## src/rtl/pipe_skid_reg.sv

```systemverilog
// pipe_skid_reg: valid/ready pipeline register with flush and an optional 2-entry skid buffer
//   clk, rst_n            clock, asynchronous active-low reset
//   flush                 synchronous squash of held and incoming beats
//   in_valid/in_ready     upstream handshake, in_data payload
//   out_valid/out_ready   downstream handshake, out_data payload (always the main register)
//   count                 held beats, 0..2 (0..1 when SKID=0)
module pipe_skid_reg #(
  parameter int DATA_W         = 32,
  parameter int SKID           = 1,
  parameter int CLEAR_ON_FLUSH = 1
) (
  input  logic              clk,
  input  logic              rst_n,
  input  logic              flush,
  input  logic              in_valid,
  output logic              in_ready,
  input  logic [DATA_W-1:0] in_data,
  output logic              out_valid,
  input  logic              out_ready,
  output logic [DATA_W-1:0] out_data,
  output logic [1:0]        count
);
  logic [DATA_W-1:0] main_q, skid_q;
  logic [1:0] cnt_q, cnt_d;
  logic rdy_q, in_xfer, out_xfer;
  assign out_valid = cnt_q != 2'd0;
  assign out_data  = main_q;
  assign count     = cnt_q;
  // With a skid entry, ready is a flop so no stall path runs from out_ready to in_ready.
  assign in_ready  = (SKID != 0) ? rdy_q : (!out_valid || out_ready);
  assign in_xfer   = in_valid && in_ready;
  assign out_xfer  = out_valid && out_ready;
  assign cnt_d     = flush ? 2'd0 : cnt_q + 2'(in_xfer) - 2'(out_xfer);
  always_ff @(posedge clk or negedge rst_n)
    if (!rst_n) begin
      main_q <= '0;
      skid_q <= '0;
      cnt_q  <= 2'd0;
      rdy_q  <= 1'b1;
    end else begin
      cnt_q <= cnt_d;
      rdy_q <= cnt_d != 2'd2;
      if (flush) begin
        if (CLEAR_ON_FLUSH != 0) begin
          main_q <= '0;
          skid_q <= '0;
        end
      end else begin
        // main takes the new beat when empty or when its current beat leaves this edge;
        // otherwise a departing main is refilled from the skid entry.
        if (in_xfer && (cnt_q == 2'd0 || out_xfer)) main_q <= in_data;
        else if (cnt_q == 2'd2 && out_xfer) main_q <= skid_q;
        if (SKID != 0 && in_xfer && cnt_q == 2'd1 && !out_xfer) skid_q <= in_data;
      end
    end
endmodule
```

## config.mk

```make
export PLATFORM = sky130hd
export DESIGN_NAME = pipe_skid_reg
export DESIGN_NICKNAME = d
export VERILOG_FILES = /design/src/rtl/pipe_skid_reg.sv
export SDC_FILE = /design/constraint.sdc
export NUM_CORES = 1
export LEC_CHECK = 0
export BUFFER_PORTS_ARGS = -buffer_cell sky130_fd_sc_hd__buf_4
export CORE_ASPECT_RATIO = 1.25
export CORE_MARGIN = 2
export CORE_UTILIZATION = 58
export DETAILED_ROUTE_END_ITERATION = 16
export GPL_TIMING_DRIVEN = 0
export MAX_ROUTING_LAYER = met4
export PLACE_DENSITY_LB_ADDON = 0.15
export SKIP_LAST_GASP = 1
export SLEW_MARGIN = 15
export SYNTH_ARGS = -nofsm -noshare
export SYNTH_HDL_FRONTEND = slang
export SYNTH_SLANG_ARGS = --single-unit
```

## constraint.sdc

```tcl
create_clock -name clk -period 5.1 [get_ports clk]
set_input_delay 0.765 -clock clk [delete_from_list [all_inputs] [get_ports clk]]
set_output_delay 0.765 -clock clk [all_outputs]
set_load 0.05 [all_outputs]
```

# Word-level counts from Yosys, hierarchy flattened
# Index checks and enable logic that the tools add are counted.
[classes]
n_eq_ne = 3
n_mux = 6
n_reduce_logical = 12
n_addsub = 2
[op_table]
columns = ["op", "n"]
rows = [
  ["32-bit two-way mux", 5],
  ["1-bit logical AND", 6],
  ["2-bit nonzero test", 2],
  ["3-bit nonzero test", 1],
  ["2-bit by 1-bit adder with 2-bit output", 1],
  ["2-bit by 1-bit equality test with 1-bit output (second input constant)", 1],
  ["2-bit equality test (second input constant)", 1],
  ["2-bit zero test", 1],
  ["2-bit two-way mux", 1],
  ["2-bit != test (second input constant)", 1],
  ["2-bit by 1-bit subtractor with 2-bit output", 1],
  ["1-bit zero test", 1],
  ["1-bit logical OR", 1],
]
[word_totals]
output_inout_bits = 36
inputBits = 37
reg_bits = 67
wordCells = 27

# Logic depth before layout (Yosys ltp)
[logic_depth]
ltp_word = 6
ltp_mapped = 9
mapped_depth_nobuf = 9

# Worst setup path after synthesis
# Ideal clock, no wire load.
[synth_timing]
path_type = "register to register"
from = "register cnt_q[0], in the netlist count[0]"
to = "register rdy_q, in the netlist in_ready"
n_path_buf = 0
path_slack_ns = 2.847
period_less_slack_ns = 2.253
path_stages_with_launch = 10
setup_ns = 0.083
t_arrival_ns = 2.170
required_ns = 5.017
path_cell_list = "dfrtp_1 -> or2_4 -> and2_1 -> ha_1 -> inv_1 -> ha_1 -> xor2_1 -> and2_1 -> nor3_1 -> nand2b_1"
[synth_between]
elab_chain_len = 5
elab_cells_between_ends = 6
cone_classes = "add/sub (2); eq/ne (1); mux (1); reduce/logical (2)"
[synth_rtl]
columns = ["element", "line_no", "rtl"]
rows = [
  ["start, declared", "24", "logic [1:0] cnt_q, cnt_d;"],
  ["start signal, assigned", "41", "cnt_q <= cnt_d;"],
  ["2-bit nonzero test", "26", "assign out_valid = cnt_q != 2'd0;"],
  ["named net out_valid", "18", "output logic out_valid,"],
  ["1-bit logical AND", "32", "assign out_xfer = out_valid && out_ready;"],
  ["2-bit by 1-bit subtractor with 2-bit output", "33", "assign cnt_d = flush ? 2'd0 : cnt_q + 2'(in_xfer) - 2'(out_xfer);"],
  ["2-bit two-way mux", "33", ""],
  ["named net cnt_d[1]", "24", ""],
  ["2-bit != test", "42", "rdy_q <= cnt_d != 2'd2;"],
  ["end signal, assigned", "39", "rdy_q <= 1'b1;"],
  ["end signal, assigned", "42", ""],
  ["end, declared", "25", "logic rdy_q, in_xfer, out_xfer;"],
]
# The timed path passes the listed nets, and every way through them passes these cells.
# A chain may end at the register's enable or synchronous reset.

# Final worst setup path
[layout_timing]
from = "register cnt_q[0], in the netlist count[0]"
to = "register rdy_q, in the netlist in_ready"
[layout_between]
elab_chain_len = 5
elab_cells_between_ends = 6
cone_classes = "add/sub (2); eq/ne (1); mux (1); reduce/logical (2)"
[layout_rtl]
columns = ["element", "line_no"]
rows = [
  ["branches (longest 2 deep; another with 2-bit by 1-bit adder with 2-bit output)", "n/a"],
  ["2-bit by 1-bit subtractor with 2-bit output *", "33"],
  ["2-bit two-way mux *", "33"],
  ["named net cnt_d[1]", "24"],
  ["2-bit != test *", "42"],
]
# Mark *: on every way through the listed nets, which the timed path passes.

==> flow_metrics.env <==
export IMPL_ys_warnings_count=0
export IMPL_utilization=0.755
export IMPL_seqPwrFrac=0.354
export IMPL_syn_area_sq_um=3330
export IMPL_cap_viol_max_count=0
export IMPL_required_ns=5.36
export IMPL_portBuffers=72
export IMPL_area_growth_pct=24.3
export IMPL_maxSlewHeadroom=0.444
export IMPL_ios=73
export IMPL_intPower_w=0.00117
export IMPL_wl_um=6880
export IMPL_cts_setup_buffers=0
export IMPL_finalWeightedCongestion=0.756
export IMPL_p_clk_frac=0.228
export IMPL_setup_violations=0
export IMPL_sw_frac_of_total=0.384
export IMPL_regToRegSetupSlack_ns=3.06
export IMPL_synth_area_per_cell_sq_um=12.4
export IMPL_ctsHoldBuffers=0
export IMPL_worst_slew_pin_slew_ns=0.834
export IMPL_drt_pass1_iterations=4
export IMPL_core_area_sq_um=5480
export IMPL_critical_path_max_fanout=6
export IMPL_ys_seq_area_frac=0.504
export IMPL_tritoncts="yes"
export IMPL_peakVddDrop_v=0.000499
export IMPL_power_density_nw_per_um2=458
export IMPL_r2r_end="in_ready"
export IMPL_yosys_area_top_type="dfrtp_1"
export IMPL_p_comb_frac=0.418
export IMPL_netlist_area_leader_share=0.496
export IMPL_row_count=30
export IMPL_cts_buffers=9
export IMPL_clkTransAtPathRegs_ns=0.07
export IMPL_crit_path_end_kind="register"
export IMPL_ys_types=24
export IMPL_hp_class="register to register"
export IMPL_period_needed_ns=2.04
export IMPL_fin_nets=390
export IMPL_ant_nets=0
export IMPL_hold_end="out_data[19]"
export IMPL_fp_dieH_um=88.7
export IMPL_cts_sinks=67
export IMPL_rr_startpoint="count[0]"
export IMPL_track_usage=0.233
export IMPL_r2r_worst_path_cells=9
export IMPL_cts_htree_levels=3
export IMPL_drc=0
export IMPL_grt_ovfl_total=0
export IMPL_status="completed"
export IMPL_syn_nets=307
export IMPL_fmax_mhz=490
export IMPL_avgRoutedWirePerCell_um=16.4
export IMPL_hold_viol_final=0
export IMPL_synthTopCellsByArea="dfrtp_1 (50%), nand2b_1 (12%), mux2i_1 (9.6%), a22o_1 (8.4%), mux2_2 (8.1%)"
export IMPL_cts_root_buf="clkbuf_8"
export IMPL_grt_pass1_wl_um=11100
export IMPL_clockBufferDepth=2
export IMPL_fin_crit_sh=0.400
export IMPL_hpwl_um=4740
export IMPL_post_cts_resized=0
export IMPL_leakagePower_nw=2.06
export IMPL_p_sw_w=0.000728
export IMPL_antenna_cells=0
export IMPL_grt_max_degree=68
export IMPL_hold_path_depth=1
export IMPL_cp_arrival_ns=2.30
export IMPL_grt_pass1_vias=2294
export IMPL_first_iter_violations=233
export IMPL_skew_ns=0.00829
export IMPL_die_area_sq_um=6360
export IMPL_worst_setup_path_type="register to register"
export IMPL_start_kind="register"
export IMPL_worstHoldStart="out_data[19]"
export IMPL_start_util=0.607
export IMPL_fin_tns_setup_ns=0
export IMPL_clock_latency_ns=0.33
export IMPL_antenna_found_initial=0
export IMPL_vias_per_cell=5.49
export IMPL_postSynthCellCount=268
export IMPL_drv_slew=0
export IMPL_fp_dieW_um=71.7
export IMPL_ys_ff_latch=67
export IMPL_drive_above_1_share=0.340
export IMPL_rsz0062_at_grt="false"
export IMPL_via_count=2307
## through the flow
step	hold WS, ns	setup slack, ns	total power, W	instances	area, sq um
3_3_place_gp	0.476	2.76	0.00146	404	3950
4_1_cts	0.498	3.06	0.00191	420	4140
2_1_floorplan	0.469	2.85	0.00125	268	3330
3_5_place_dp	0.482	2.75	0.00148	404	3950
5_1_grt	0.509	2.95	0.00198	420	4140
6_report	0.492	3.06	0.00189	420	4140
## Yosys cell counts (all sizes together)
cell type  instances
dfrtp             66
nand2b            65
a22o              32
mux2              32
mux2i             32
clkbuf            10
buf                9
nand2              3
a21oi              2
and2               2
ha                 2
inv                2
nor2               2
nor3               2
a311oi             1
a41oi              1
dfstp              1
nand3b             1
nor2b              1
or2                1
xor2               1
## kinds of logic (layout without fill, tap and decap cells)
| kind of cell | count (synthesis) | after routing | synth area share |
|---|---|---|---|
| and+or+nand+nor | 77 | 77 | 0.141 |
| DFF | 67 | 67 | 0.504 |
| muxes | 64 | 64 | 0.205 |
| AOI/OAI and AO/OA | 36 | 36 | 0.101 |
| buffers and inverters | 21 | 109 | 0.0384 |
| adders and majority gates | 2 | 2 | 0.00752 |
| xor gates and xnor gates | 1 | 1 | 0.00263 |
## layout make-up
type / count / area, sq um
tap: 64 / 80.1
timing repair buffer: 72 / 541
multi-input combinational: 180 / 1520
clock buffer: 14 / 153
sequential: 67 / 1680
inverter: 2 / 7.51
clock inverter: 2 / 35.0
fill: 405 / 1350
buffer: 19 / 120
## registers in the layout, indices dropped and copies added (netlist names)
signal    count
count         2
out_data     32
in_ready      1
skid_q       32
## cells in the final DEF, fill, tap and decap left out, drive strengths merged, types with 2 or more instances in the layout
master | netlist | final
buf | 9 | 81
dfrtp | 66 | 66
nand2b | 65 | 65
mux2i | 32 | 32
a22o | 32 | 32
mux2 | 32 | 32
clkbuf | 10 | 24
nand2 | 3 | 3
and2 | 2 | 2
inv | 2 | 2
nor2 | 2 | 2
nor3 | 2 | 2
ha | 2 | 2
a21oi | 2 | 2
## power by group through the flow
stage	combinational, W	clock [W]	sequential (W)
6_report	0.000792	0.000431	0.000671
5_1_grt	0.000836	0.000463	0.000682
4_1_cts	0.000800	0.000437	0.000672
3_5_place_dp	0.000798	0	0.000681
3_3_place_gp	0.000786	0	0.000677
2_1_floorplan	0.000354	0	0.000898
## worst max path at each step
stage / start / endpoint / slack [ns] / cells past startpoint
after floorplan: count[0] / in_ready / 2.85 / 9
after global placement: flush / skid_q[21] / 2.76 / 5
after detailed placement: flush / skid_q[11] / 2.75 / 5
after CTS: count[0] / out_valid / 3.06 / 2
after global routing: count[1] / in_ready / 2.95 / 9
final: count[0] / in_ready / 3.06 / 9
## critical path, cell delays in order (launching register included)
cell and delay, ns:
dfrtp_1 0.44, or2_4 0.30, and2_1 0.16, ha_1 0.27, inv_1 0.04, ha_1 0.17
xor2_1 0.16, and2_1 0.16, nor3_1 0.19, nand2b_1 0.09
## layer usage
| layer | wire [um] | up-vias | GRT usage |
|---|---|---|---|
| li1 | - | 1104 | - |
| met1 | 3030 | 1149 | 0.302 |
| met2 | 3520 | 49 | 0.369 |
| met3 | 263 | 5 | 0.0524 |
| met4 | 68 | 0 | 0.0720 |
| met5 | 0 | - | - |
Note: power is estimated with default switching activity, not from simulation.
